<file path="src/rtl/imem_loader_pkg.sv">
// Shared types and constants for the instruction-memory byte-stream loader.
// Latency: n/a (declarations only).
// Backpressure: n/a.
package imem_loader_pkg;

    localparam int WORD_W         = 32;
    localparam int HDR_BYTES      = 2;
    localparam int BYTES_PER_WORD = 4;
    localparam int LANE_W         = $clog2(BYTES_PER_WORD);

    typedef enum logic [2:0] {
        ST_IDLE  = 3'd0,
        ST_HDR0  = 3'd1,
        ST_HDR1  = 3'd2,
        ST_DATA  = 3'd3,
        ST_WRITE = 3'd4,
        ST_DONE  = 3'd5,
        ST_ERR   = 3'd6
    } state_t;

    // Byte offset of word idx inside the image (idx * 4).
    function automatic logic [17:0] word_byte_offset(input logic [15:0] idx);
        return {idx, 2'b00};
    endfunction

endpackage

</file>
<file path="src/rtl/imem_loader_byte_packer.sv">
// Assembles little-endian bytes into a 32-bit word; lane counter wraps every 4 bytes.
// Latency: a loaded byte is visible on word_o the next cycle, on word_next_o the same cycle.
// Backpressure: none; the parent only pulses load_i on an accepted byte.
module byte_packer
    import imem_loader_pkg::*;
(
    input  logic                clk,
    input  logic                rst,
    input  logic                clr_i,
    input  logic                load_i,
    input  logic [7:0]          in_data_i,
    output logic [LANE_W-1:0]   byte_idx_o,
    output logic [WORD_W-1:0]   word_o,
    output logic [WORD_W-1:0]   word_next_o
);

    logic [WORD_W-1:0] word_q, word_d;
    logic [LANE_W-1:0] lane_q, lane_d;

    // Next word: clear wins over load; a load drops the byte into the current lane.
    always_comb begin
        word_d = word_q;
        lane_d = lane_q;
        if (clr_i) begin
            word_d = '0;
            lane_d = '0;
        end else if (load_i) begin
            case (lane_q)
                2'd0:    word_d[7:0]   = in_data_i;
                2'd1:    word_d[15:8]  = in_data_i;
                2'd2:    word_d[23:16] = in_data_i;
                default: word_d[31:24] = in_data_i;
            endcase
            lane_d = lane_q + 2'd1;
        end
    end

    // Word and lane registers; reset discards any partial word.
    always_ff @(posedge clk) begin
        if (rst) begin
            word_q <= '0;
            lane_q <= '0;
        end else begin
            word_q <= word_d;
            lane_q <= lane_d;
        end
    end

    assign byte_idx_o  = lane_q;
    assign word_o      = word_q;
    assign word_next_o = word_d;

endmodule

</file>
<file path="src/rtl/imem_loader.sv">
// Program loader: header (16-bit word count) then LE bytes -> 32-bit imem writes, core held meanwhile.
// Latency: 5 cycles per word (4 bytes + 1 write); 2 + 5N + 1 cycles from HDR0 to the done pulse.
// Backpressure: in_ready low in IDLE/WRITE/DONE/ERR and whenever abort is high; source stalls freely.
module imem_loader
    import imem_loader_pkg::*;
#(
    parameter int          ADDR_W      = 32,
    parameter int          DEPTH_WORDS = 64,
    parameter int unsigned BASE_ADDR   = 0
) (
    input  logic                clk,
    input  logic                rst,
    input  logic                start_i,
    input  logic                abort_i,
    input  logic                in_valid_i,
    input  logic [7:0]          in_data_i,
    output logic                in_ready_o,
    output logic                im_we_o,
    output logic [ADDR_W-1:0]   im_waddr_o,
    output logic [WORD_W-1:0]   im_wdata_o,
    output logic                core_hold_o,
    output logic                core_rst_o,
    output logic                done_o,
    output logic                err_o,
    output logic [15:0]         words_loaded_o
);

    state_t              state_q, state_d;
    logic [7:0]          cnt_lo_q, cnt_lo_d;
    logic [15:0]         n_q, n_d;
    logic [15:0]         word_idx_q, word_idx_d;
    logic [15:0]         words_loaded_q, words_loaded_d;
    logic [ADDR_W-1:0]   waddr_q, waddr_d;
    logic [WORD_W-1:0]   wdata_q, wdata_d;

    logic                hdr_or_data;
    logic                accepting;
    logic                xfer;
    logic                start_take;
    logic [15:0]         n_hdr;
    logic                n_bad;
    logic                pk_clr;
    logic                pk_load;
    logic [LANE_W-1:0]   byte_idx;
    logic [WORD_W-1:0]   pk_word;
    logic [WORD_W-1:0]   pk_word_next;

    // Byte acceptance: only while consuming header/data, and abort blocks the byte.
    always_comb begin
        hdr_or_data = (state_q == ST_HDR0) || (state_q == ST_HDR1) || (state_q == ST_DATA);
        accepting   = hdr_or_data && !abort_i;
        xfer        = accepting && in_valid_i;
        start_take  = start_i && ((state_q == ST_IDLE) || (state_q == ST_ERR));
        n_hdr       = {in_data_i, cnt_lo_q};
        n_bad       = (n_hdr == 16'd0) || (n_hdr > 16'(DEPTH_WORDS));
        // Lane restarts at 0 for every new image; it wraps naturally between words.
        pk_clr      = start_take || (state_q == ST_HDR1);
        pk_load     = (state_q == ST_DATA) && xfer;
    end

    byte_packer u_packer (
        .clk         (clk),
        .rst         (rst),
        .clr_i       (pk_clr),
        .load_i      (pk_load),
        .in_data_i   (in_data_i),
        .byte_idx_o  (byte_idx),
        .word_o      (pk_word),
        .word_next_o (pk_word_next)
    );

    // Loader FSM plus word/address bookkeeping; write address/data are captured on the 4th byte.
    always_comb begin
        state_d        = state_q;
        cnt_lo_d       = cnt_lo_q;
        n_d            = n_q;
        word_idx_d     = word_idx_q;
        words_loaded_d = words_loaded_q;
        waddr_d        = waddr_q;
        wdata_d        = wdata_q;
        case (state_q)
            ST_IDLE: begin
                if (start_i) begin
                    state_d        = ST_HDR0;
                    words_loaded_d = '0;
                end
            end
            ST_HDR0: begin
                if (abort_i) begin
                    state_d = ST_ERR;
                end else if (xfer) begin
                    cnt_lo_d = in_data_i;
                    state_d  = ST_HDR1;
                end
            end
            ST_HDR1: begin
                if (abort_i) begin
                    state_d = ST_ERR;
                end else if (xfer) begin
                    n_d = n_hdr;
                    if (n_bad) begin
                        state_d = ST_ERR;
                    end else begin
                        state_d    = ST_DATA;
                        word_idx_d = '0;
                    end
                end
            end
            ST_DATA: begin
                if (abort_i) begin
                    state_d = ST_ERR;
                end else if (xfer && (byte_idx == LANE_W'(BYTES_PER_WORD - 1))) begin
                    state_d = ST_WRITE;
                    waddr_d = ADDR_W'(BASE_ADDR) + ADDR_W'(word_byte_offset(word_idx_q));
                    wdata_d = pk_word_next;
                end
            end
            ST_WRITE: begin
                // The write itself is unconditional in this state, abort or not.
                word_idx_d     = word_idx_q + 16'd1;
                words_loaded_d = words_loaded_q + 16'd1;
                if (abort_i) begin
                    state_d = ST_ERR;
                end else if (word_idx_q == n_q - 16'd1) begin
                    state_d = ST_DONE;
                end else begin
                    state_d = ST_DATA;
                end
            end
            ST_DONE: begin
                state_d = ST_IDLE;
            end
            ST_ERR: begin
                if (start_i) begin
                    state_d        = ST_HDR0;
                    words_loaded_d = '0;
                end
            end
            default: begin
                state_d = ST_IDLE;
            end
        endcase
    end

    // State and datapath registers; reset clears everything, including the write port.
    always_ff @(posedge clk) begin
        if (rst) begin
            state_q        <= ST_IDLE;
            cnt_lo_q       <= '0;
            n_q            <= '0;
            word_idx_q     <= '0;
            words_loaded_q <= '0;
            waddr_q        <= '0;
            wdata_q        <= '0;
        end else begin
            state_q        <= state_d;
            cnt_lo_q       <= cnt_lo_d;
            n_q            <= n_d;
            word_idx_q     <= word_idx_d;
            words_loaded_q <= words_loaded_d;
            waddr_q        <= waddr_d;
            wdata_q        <= wdata_d;
        end
    end

    // The packer's registered word is only needed through word_next_o here.
    logic unused_ok;
    assign unused_ok = ^pk_word;

    assign in_ready_o     = accepting;
    assign im_we_o        = (state_q == ST_WRITE);
    assign im_waddr_o     = waddr_q;
    assign im_wdata_o     = wdata_q;
    assign core_hold_o    = (state_q != ST_IDLE);
    assign core_rst_o     = (state_q == ST_DONE);
    assign done_o         = (state_q == ST_DONE);
    assign err_o          = (state_q == ST_ERR);
    assign words_loaded_o = words_loaded_q;

endmodule

</file>
<file path="config.mk">
export PLATFORM = sky130hd
export DESIGN_NAME = imem_loader
export DESIGN_NICKNAME = d
export VERILOG_FILES = /design/src/rtl/imem_loader_pkg.sv /design/src/rtl/imem_loader_byte_packer.sv /design/src/rtl/imem_loader.sv
export SDC_FILE = /design/constraint.sdc
export NUM_CORES = 1
export LEC_CHECK = 0
export ABC_CLOCK_PERIOD_IN_PS = 3400
export CORE_ASPECT_RATIO = 2
export CORE_MARGIN = 4
export CORE_UTILIZATION = 25
export DETAILED_ROUTE_END_ITERATION = 16
export GPL_ROUTABILITY_DRIVEN = 0
export SLEW_MARGIN = 20
export SYNTH_ARGS = -nofsm -noshare
export SYNTH_HDL_FRONTEND = slang
export SYNTH_SLANG_ARGS = --single-unit
</file>
<file path="constraint.sdc">
create_clock -name clk -period 3.4 [get_ports clk]
set_input_delay 0.51 -clock clk [delete_from_list [all_inputs] [get_ports clk]]
set_output_delay 0.51 -clock clk [all_outputs]
set_load 0.005 [all_outputs]
</file>
# Word-level counts from Yosys, hierarchy flattened
# Index checks and enable logic that the tools add are counted.
dict set report totals {
  regBits 141
  memories 0
  mem_bits_rw 0
  latchBits 0
  input_bits 13
  out_inout_bits 86
  mem_bits_ro 0
}
dict set report classes {
  mul 0
  addsub 4
  div 0
  order_cmp 1
  mux 23
  bitwise_logic 1
  shifts 0
  eq_ne 17
  n_reduce_logical 26
}
# operator n
set ops {}
lappend ops {{two-way mux 16 bit} 4}
lappend ops {{two-way mux 32 bit} 2}
lappend ops {{one-hot mux 16 bit (2 select lines)} 2}
lappend ops {{adder 16 x 1 -> 16 bit, second input constant} 2}
lappend ops {{two-way mux 8 bit} 4}
lappend ops {{two-way mux 3 bit} 10}
lappend ops {{== test 16 bit} 1}
lappend ops {{> comparator 16 x 7 -> 1 bit, second input constant} 1}
lappend ops {{zero test 16 bit} 1}
lappend ops {{subtractor 16 x 1 -> 16 bit, second input constant} 1}
lappend ops {{one-hot mux 3 bit (5 select lines)} 1}
lappend ops {{== test 3 bit, second input constant} 3}
lappend ops {{AND reduction 3 bit} 3}
lappend ops {{AND reduction 4 bit} 2}
lappend ops {{== test 3 x 2 -> 1 bit, second input constant} 2}
lappend ops {{!= test 2 bit, second input constant} 3}
lappend ops {{!= test 3 bit, second input constant} 2}
lappend ops {{logical AND 1 bit} 5}
lappend ops {{logical OR 1 bit} 5}
lappend ops {{== test 2 bit, second input constant} 2}
lappend ops {{nonzero test 2 bit} 2}
lappend ops {{OR reduction 2 bit} 2}
lappend ops {{== test 3 x 1 -> 1 bit, second input constant} 1}
lappend ops {{zero test 3 bit} 1}
lappend ops {{10 further kinds} 10}

# Logic depth before layout (Yosys ltp)
# Gate-level depths: netlist (run 1).
dict set report logic_depth {
  word_depth 9
  depth_mapped 9
  mapped_depth_nobuf 8
}

# Modules after synthesis
# Synthesis (run 1) repeated with hierarchy kept, for this count alone.
dict set report hier_totals {
  cells_unflattened 818
  area_unflattened_um2 6875.3
}
# module area_each_um2 cells_each n_inst
set by_module_without_submodules {}
lappend by_module_without_submodules {imem_loader 5052.3 622 1}
lappend by_module_without_submodules {byte_packer 1823.0 196 1}

# Least setup slack after synthesis (run 1)
# Ideal clock, no wire load.
dict set report synth_path {
  kind {register to register}
  from {register n_q[4]}
  to {register state_q[1]}
  n_path_buf 1
  t_required_ns 3.280
  t_arrival_ns 2.313
  path_slack_ns 0.967
  synth_period_minus_slack_ns 2.433
  stages_incl_launch_ff 8
  path_cell_list {dfxtp_1 buf_6 or4_4 or3_4 or3_1 a222oi_1 nand4_1 o31a_1}
}
dict set report synth_between {
  elab_chain_cells 5
}
# element line
set synth_lines {}
lappend synth_lines {{start: declaration} imem_loader.sv:30} ;# logic [15:0] n_q, n_d;
lappend synth_lines {{start signal: assignment} imem_loader.sv:158} ;# n_q <= n_d;
lappend synth_lines {{subtractor 16 x 1 -> 16 bit} imem_loader.sv:124} ;# end else if (word_idx_q == n_q - 16'd1) begin
lappend synth_lines {{== test 16 bit} imem_loader.sv:124}
lappend synth_lines {{two-way mux 3 bit} imem_loader.sv:124}
lappend synth_lines {{two-way mux 3 bit} imem_loader.sv:122} ;# if (abort_i) begin
lappend synth_lines {{one-hot mux 3 bit (5 select lines)} imem_loader.sv:81} ;# case (state_q)
lappend synth_lines {{end signal: assignment} imem_loader.sv:156} ;# state_q <= state_d;
lappend synth_lines {{end: declaration} imem_loader.sv:28} ;# state_t state_q, state_d;
# No other way between the ends.
# A chain may end at the register's enable or synchronous reset.

# Worst setup path in the final report (run 1)
dict set report layout_path {
  from {register n_q[0]}
  to {register state_q[1]}
}
# Same word-level chain as after synthesis.

==> results of run 1 <==
-- where the power goes --
| part | total (mW) | internal (mW) | switching, mW |
|---|---|---|---|
| Combinational | 0.887 | 0.321 | 0.565 |
| Sequential | 1.77 | 1.69 | 0.0738 |
| Clock | 1.89 | 1.00 | 0.891 |
-- per-stage QoR --
step | hold WS (ns) | instance area (um2) | util (%) | setup WS [ns] | total power [mW]
2_1_floorplan | 0.453 | 6440 | - | 0.967 | 2.40
3_3_place_gp | 0.445 | 7550 | 30.0 | 0.400 | 2.68
3_5_place_dp | 0.449 | 7550 | 30.0 | 0.424 | 2.69
4_1_cts | 0.459 | 8160 | 32.5 | 0.690 | 4.61
5_1_grt | 0.477 | 8160 | 32.5 | 0.602 | 4.77
6_report | 0.455 | 8160 | 32.5 | 0.725 | 4.55
-- cells by family after synthesis --
family / after synthesis
DFF: 141
muxes: 59
xor gates and xnor gates: 35
buffers and inverters: 79
and+or+nand+nor: 311
other: 1
AOI/OAI and AO/OA: 116
adders and majority gates: 9
-- placed cells by master (no fill, tap or decap), types with 6 or more instances in the layout --
cell / n
clkbuf_16: 17
xnor2_1: 15
nor4_1: 6
o21ai_0: 15
nand2b_1: 6
clkdlybuf4s50_1: 81
nand2_1: 54
nand4_1: 8
buf_4: 17
clkinv_8: 6
nand3_1: 18
a21oi_1: 67
nor2_1: 99
a211oi_1: 6
dfxtp_1: 141
nor3_1: 77
or3_1: 10
conb_1: 16
mux2i_1: 59
ha_1: 8
xor2_1: 20
inv_1: 12
-- layer usage --
metal,routed length [um],vias to the layer above,share of wire [%],GRT usage [%]
li1,-,2737,-,-
met1,6590,2548,38,12.9
met2,9700,107,56,23.7
met3,634,20,3.7,2.22
met4,378,0,2.2,5.32
met5,0,-,0,0
-- worst reg2reg max path, cell delays in order (launching register included) --
cell and delay (ns):
dfxtp_1 0.36, or4_1 0.67, or3_4 0.39, or3_1 0.37
a222oi_1 0.28, nand4_1 0.22, o31a_1 0.27
-- how the worst min path moves through the flow --
| stage | endpoint |
|---|---|
| floorplan | im_waddr_o[10] |
| global placement | im_waddr_o[4] |
| detailed placement | im_waddr_o[14] |
| CTS | im_waddr_o[14] |
| global route | im_waddr_o[14] |
| finish | im_waddr_o[3] |
-- sequential cells by signal, indices dropped and copies added, names as in the netlist --
name,count
im_wdata_o,32
u_packer.word_o,32
im_waddr_o,16
n_q,16
word_idx_q,16
words_loaded_o,16
cnt_lo_q,8
state_q,3
u_packer.byte_idx_o,2
-- area by class of cell --
cell class / count / area, um2 / area share, %
Multi-Input combinational cell: 546 / 3260 / 39.9
Sequential cell: 141 / 2820 / 34.6
Timing Repair Buffer: 101 / 998 / 12.2
Clock buffer: 17 / 425 / 5.21
Tap cell: 336 / 420 / 5.15
Clock inverter: 15 / 189 / 2.31
Inverter: 13 / 48.8 / 0.598
-- synthesized netlist by cell type, types with 5 or more instances --
library cell	n
nand4_1	8
o31ai_1	5
ha_1	8
inv_1	12
nor2_1	99
or3_1	10
a211oi_1	6
o21ai_0	15
nand2_1	54
clkbuf_1	41
dfxtp_1	141
nor4_1	6
xor2_1	20
buf_4	17
nand3_1	18
xnor2_1	15
a21oi_1	68
mux2i_1	59
nor3_1	77
nand2b_1	6
==> impl_metrics.py, run 1 <==
metrics = {
    "synthesis": {
        "netlist_instances": 751,
        "yosys.area_share.adder_pct": 1.72,
        "synth_area_leader_cell": "dfxtp_1",
        "netlist_area_um2": 6380,
        "synth_xor_area_share_pct": 4.80,
        "synth_top_family_by_area": "simple AND/OR/NAND/NOR gates",
        "synth_cell_types": 57,
        "synthSimpleGateAreaFrac_pct": 23.5,
        "synth_mux_area_share_pct": 9.25,
        "ys_seq_area_share_pct": 44.2,
        "async_reset_ff_share_pct": 0,
        "synth_top_area_share_pct": 44.2,
        "ys_ff_latch": 141,
        "synth-edff-count": 0,
        "avgSynthCellArea_um2": 8.50,
        "synth-compound-area-share_pct": 10.6,
        "synthTopCellsByArea": "dfxtp_1, mux2i_1, nor3_1",
        "ys.flop_type": "dfxtp_1",
        "yosys_warnings": 0,
    },
    "sta": {
        "max_freq_mhz": 374,
        "finalHoldViolCount": 0,
        "min_period_ns": 2.67,
        "setup-violations-final": 0,
        "rsz0062_at_grt": "false",
        "tns_ns": 0,
        "relSlewSlack_pct": 38.9,
        "slew_violations": 0,
        "post-route-period-util_pct": 78.7,
        "fin_worst_skew_ns": 0.0126,
        "tightest_slew_ns": 0.904,
    },
    "floorplanning": {
        "die_area_um2": 28300,
        "rows": 82,
        "core_um2": 25100,
        "dieWidth_um": 121,
        "die_h_um": 234,
        "initial_core_util_pct": 25.4,
        "pin_count": 99,
    },
    "setup_path": {
        "path_cells": "or4_1 -> or3_4 -> or3_1 -> a222oi_1 -> nand4_1 -> o31a_1",
        "regToRegSetupSlack_ns": 0.73,
        "cpMaxStageDelayCell": "or4_1",
        "worst-endpoint-arrival_ns": 2.99,
        "endpoint": "state_q[1]",
        "worstReg2RegEnd": "state_q[1]",
        "start_kind": "flop",
        "required_ns": 3.71,
        "regToRegStartpoint": "n_q[0]",
        "crit_path_end_kind": "flop",
        "critPathMaxStageDelay_ns": 0.67,
        "cp-startpoint": "n_q[0]",
        "r2r_cells": 6,
        "cp_max_fo": 6,
        "crit_family": "simple AND/OR/NAND/NOR gates",
        "critPathKind": "flop to flop",
        "cp_num_buf_inv": 0,
        "cp.depth": 6,
    },
    "clock_network": {
        "postCtsSetupBuffers": 0,
        "clk_latency_ns": 0.43,
        "hold_buffers": 0,
        "clock_sinks": 141,
        "clk_pin_slew_ns": 0.07,
        "cts_tree": "done",
        "cts_buffers": 17,
        "root_buffer": "clkbuf_16",
        "cts_max_path_buffers": 2,
        "cts-htree-levels": 4,
        "ctsResizeCount": 0,
    },
    "layout": {
        "layout.cells.non_filler": 1169,
        "nets": 841,
        "antenna_cells_inserted": 0,
        "drive_gt1_share_pct": 7.68,
        "synthToLayoutAreaGrowth_pct": 27.8,
        "fill_cells": 2645,
    },
    "power_and_ir_drop": {
        "vdd_drop_max_mv": 0.428,
        "powerDensity_nw_per_um2": 557,
        "cellLeakagePower_nw": 3.13,
    },
    "routing": {
        "drt-total-wl_um": 17300,
        "ant_nets": 0,
        "drc": 0,
        "drtIter0Drc": 186,
        "num_vias": 5412,
        "firstDrtPassIters": 4,
        "avgRoutedWirePerCell_um": 14.8,
        "avgViaCountPerCell": 4.63,
    },
    "global_route": {
        "grt_max_degree": 66,
        "antenna_found_initial": 0,
        "first_global_vias": 5256,
        "grt_usage_pct": 12.4,
        "overflow": 0,
        "grt_pass1_wl_um": 27700,
    },
    "hold_path": {
        "min_from": "im_waddr_o[3]",
        "worstHoldPathCells": 2,
        "hold_class": "flop to flop",
    },
    "outcome": {
        "status": "complete, no violations",
    },
    "placement": {
        "dp_hpwl_um": 12500,
        "dp.cells": 1137,
        "port_buffers": 82,
    },
    "flow_run": {
        "cap_violations": 0,
    },
}
(Power assumes the default switching activity.)
==> inputs of run 2 (changes only) <==
- ABC_CLOCK_PERIOD_IN_PS: 3400 -> 2200
- clock period: 3.4 -> 2.2 ns (I/O delays scaled with it)
==> run 2 against run 1 <==
Against the previous run: the run now ends with setup timing left; non-clock buffer count grew 66; combinational power is 94% higher; flip-flop and latch count is the same; routed wire length increased by 4.4%; first-iteration DRC count is 24% lower; worst hold slack got worse by 0.19 ns; highest routed layer unchanged; setup slack got worse by 0.97 ns; utilization increased by 2.5 points.
==> impl_metrics.py, run 2 (synthesized netlist as in run 1, its figures left out) <==
metrics = {
    "routing": {
        "drt-total-wl_um": 18100,
        "drc": 0,
        "dr_wl_met2_um": 10200,
        "avgViaCountPerCell": 4.59,
        "m1WireLength_um": 6720,
        "drtIter0Drc": 142,
        "avgRoutedWirePerCell_um": 14.6,
        "ant_nets": 0,
        "route.met3.wl_um": 533,
        "top_layer": "met4",
        "num_vias": 5672,
        "firstDrtPassIters": 5,
    },
    "sta": {
        "rsz0062_at_grt": "true",
        "slew_violations": 0,
        "setup-violations-final": 2,
        "min_period_ns": 2.44,
        "worst_slack_ns": -0.244,
        "finalHoldViolCount": 0,
        "relSlewSlack_pct": 52.4,
        "max_freq_mhz": 409,
        "fin_worst_skew_ns": 0.0126,
        "post-route-period-util_pct": 111,
        "tightest_slew_ns": 0.714,
    },
    "global_route": {
        "grt_usage_pct": 12.8,
        "antenna_found_initial": 0,
        "first_global_vias": 5517,
        "grt_pass1_wl_um": 28500,
        "overflow": 0,
        "grt_max_degree": 71,
    },
    "power_and_ir_drop": {
        "cellLeakagePower_nw": 3.51,
        "vdd_drop_max_mv": 0.438,
        "powerDensity_nw_per_um2": 833,
    },
    "setup_path": {
        "cp_num_buf_inv": 1,
        "r2r_cells": 7,
        "crit_family": "simple AND/OR/NAND/NOR gates",
        "cpMaxStageDelayCell": "or4_4",
        "crit_path_end_kind": "flop",
        "worstReg2RegEnd": "state_q[2]",
        "path_cells": "or4_4 -> or3_4 -> or3_1 -> a222oi_1 -> nand4_1 -> buf_4 -> o31ai_4",
        "critPathMaxStageDelay_ns": 0.52,
        "start_kind": "flop",
        "critPathKind": "flop to flop",
        "cp_max_fo": 4,
        "regToRegSetupSlack_ns": -0.24,
        "worst-endpoint-arrival_ns": 2.79,
        "required_ns": 2.55,
        "regToRegStartpoint": "n_q[0]",
    },
    "clock_network": {
        "hold_buffers": 0,
        "root_buffer": "clkbuf_16",
        "cts_buffers": 17,
        "cts_max_path_buffers": 2,
        "clk_pin_slew_ns": 0.07,
        "cts-htree-levels": 4,
        "clk_latency_ns": 0.43,
        "cts_tree": "done",
        "clock_sinks": 141,
    },
    "placement": {
        "dpl_cell_area_um2": 8080,
        "dp_hpwl_um": 13300,
        "port_buffers": 82,
        "dp.cells": 1200,
    },
    "layout": {
        "drive_gt1_share_pct": 16.1,
        "fin_util_pct": 35.0,
        "final_common_cell": "dfxtp_1",
        "layout.cells.non_filler": 1235,
        "antenna_cells_inserted": 0,
        "synthToLayoutAreaGrowth_pct": 37.6,
        "final_cell_mix": "dfxtp_1, nor2_1, clkdlybuf4s50_1",
        "nets": 907,
        "fin_area_um2": 8790,
    },
    "floorplanning": {
        "pin_count": 99,
        "rows": 82,
        "dieWidth_um": 121,
        "die_h_um": 234,
        "die_area_um2": 28300,
        "core_um2": 25100,
        "initial_core_util_pct": 25.4,
    },
    "flow_run": {
        "cap_violations": 0,
    },
    "hold_path": {
        "hold_class": "primary input to flop",
        "min_from": "rst",
        "worstHoldPathCells": 2,
        "min_to": "words_loaded_o[1]",
    },
    "outcome": {
        "status": "complete, but fails checks",
        "violations": "setup timing",
    },
}
==> run 2: cell types whose count changed in the layout (fill, tap and decap cells not counted), sizes merged <==
cell,before,now
buf,20,86
clkdlybuf4s50,81,79
clkinv,7,6
dlygate4sd2,0,1
dlymetal6s2s,0,1
inv,21,22
==> run 2: through the flow <==
step / power (mW) / setup slack, ns / setup TNS [ns] / hold slack [ns]
4_1_cts: 7.35 / -0.292 / -0.538 / 0.257
5_1_grt: 7.65 / -0.328 / -0.756 / 0.263
6_report: 7.32 / -0.244 / -0.485 / 0.261
2_1_floorplan: 3.71 / -0.147 / -0.147 / 0.453
3_3_place_gp: 4.34 / -0.595 / -8.75 / 0.444
3_5_place_dp: 4.36 / -0.570 / -9.57 / 0.447
==> run 2: worst max-delay path by stage <==
stage | startpoint | end | slack [ns] | cells after the start
2_1_floorplan | n_q[1] | state_q[1] | -0.15 | 6
3_3_place_gp | in_data_i[5] | state_q[0] | -0.60 | 8
3_5_place_dp | in_data_i[5] | state_q[0] | -0.57 | 8
4_1_cts | n_q[1] | state_q[2] | -0.29 | 7
5_1_grt | n_q[0] | state_q[1] | -0.33 | 6
6_report | n_q[0] | state_q[2] | -0.24 | 7
==> run 2: routing by layer <==
| layer | up-vias | global-route usage, % |
|---|---|---|
| li1 | 2874 | - |
| met1 | 2650 | 13.0 |
| met2 | 114 | 24.6 |
| met3 | 34 | 1.98 |
| met4 | 0 | 7.06 |
| met5 | - | 0 |
==> run 2: where the power goes <==
| group | leakage, nW | switching (mW) | internal [mW] |
|---|---|---|---|
| clock | 0.296 | 1.37 | 1.55 |
| combinational | 2.07 | 1.02 | 0.692 |
| sequential | 1.14 | 0.0688 | 2.62 |
==> run 2: repair_timing <==
action                     CTS  global route
gates resized for setup      9            11
setup endpoints to repair   12            11
setup buffers                2             1
pin swaps                    6             7
==> run 2: layout make-up <==
cell class / instances / area [um2]
Sequential cell: 141 / 2830
Timing Repair Buffer: 167 / 1560
Clock inverter: 15 / 184
Fill cell: 2609 / 16300
Inverter: 13 / 48.8
Tap cell: 336 / 420
Multi-Input combinational cell: 546 / 3330
Clock buffer: 17 / 425
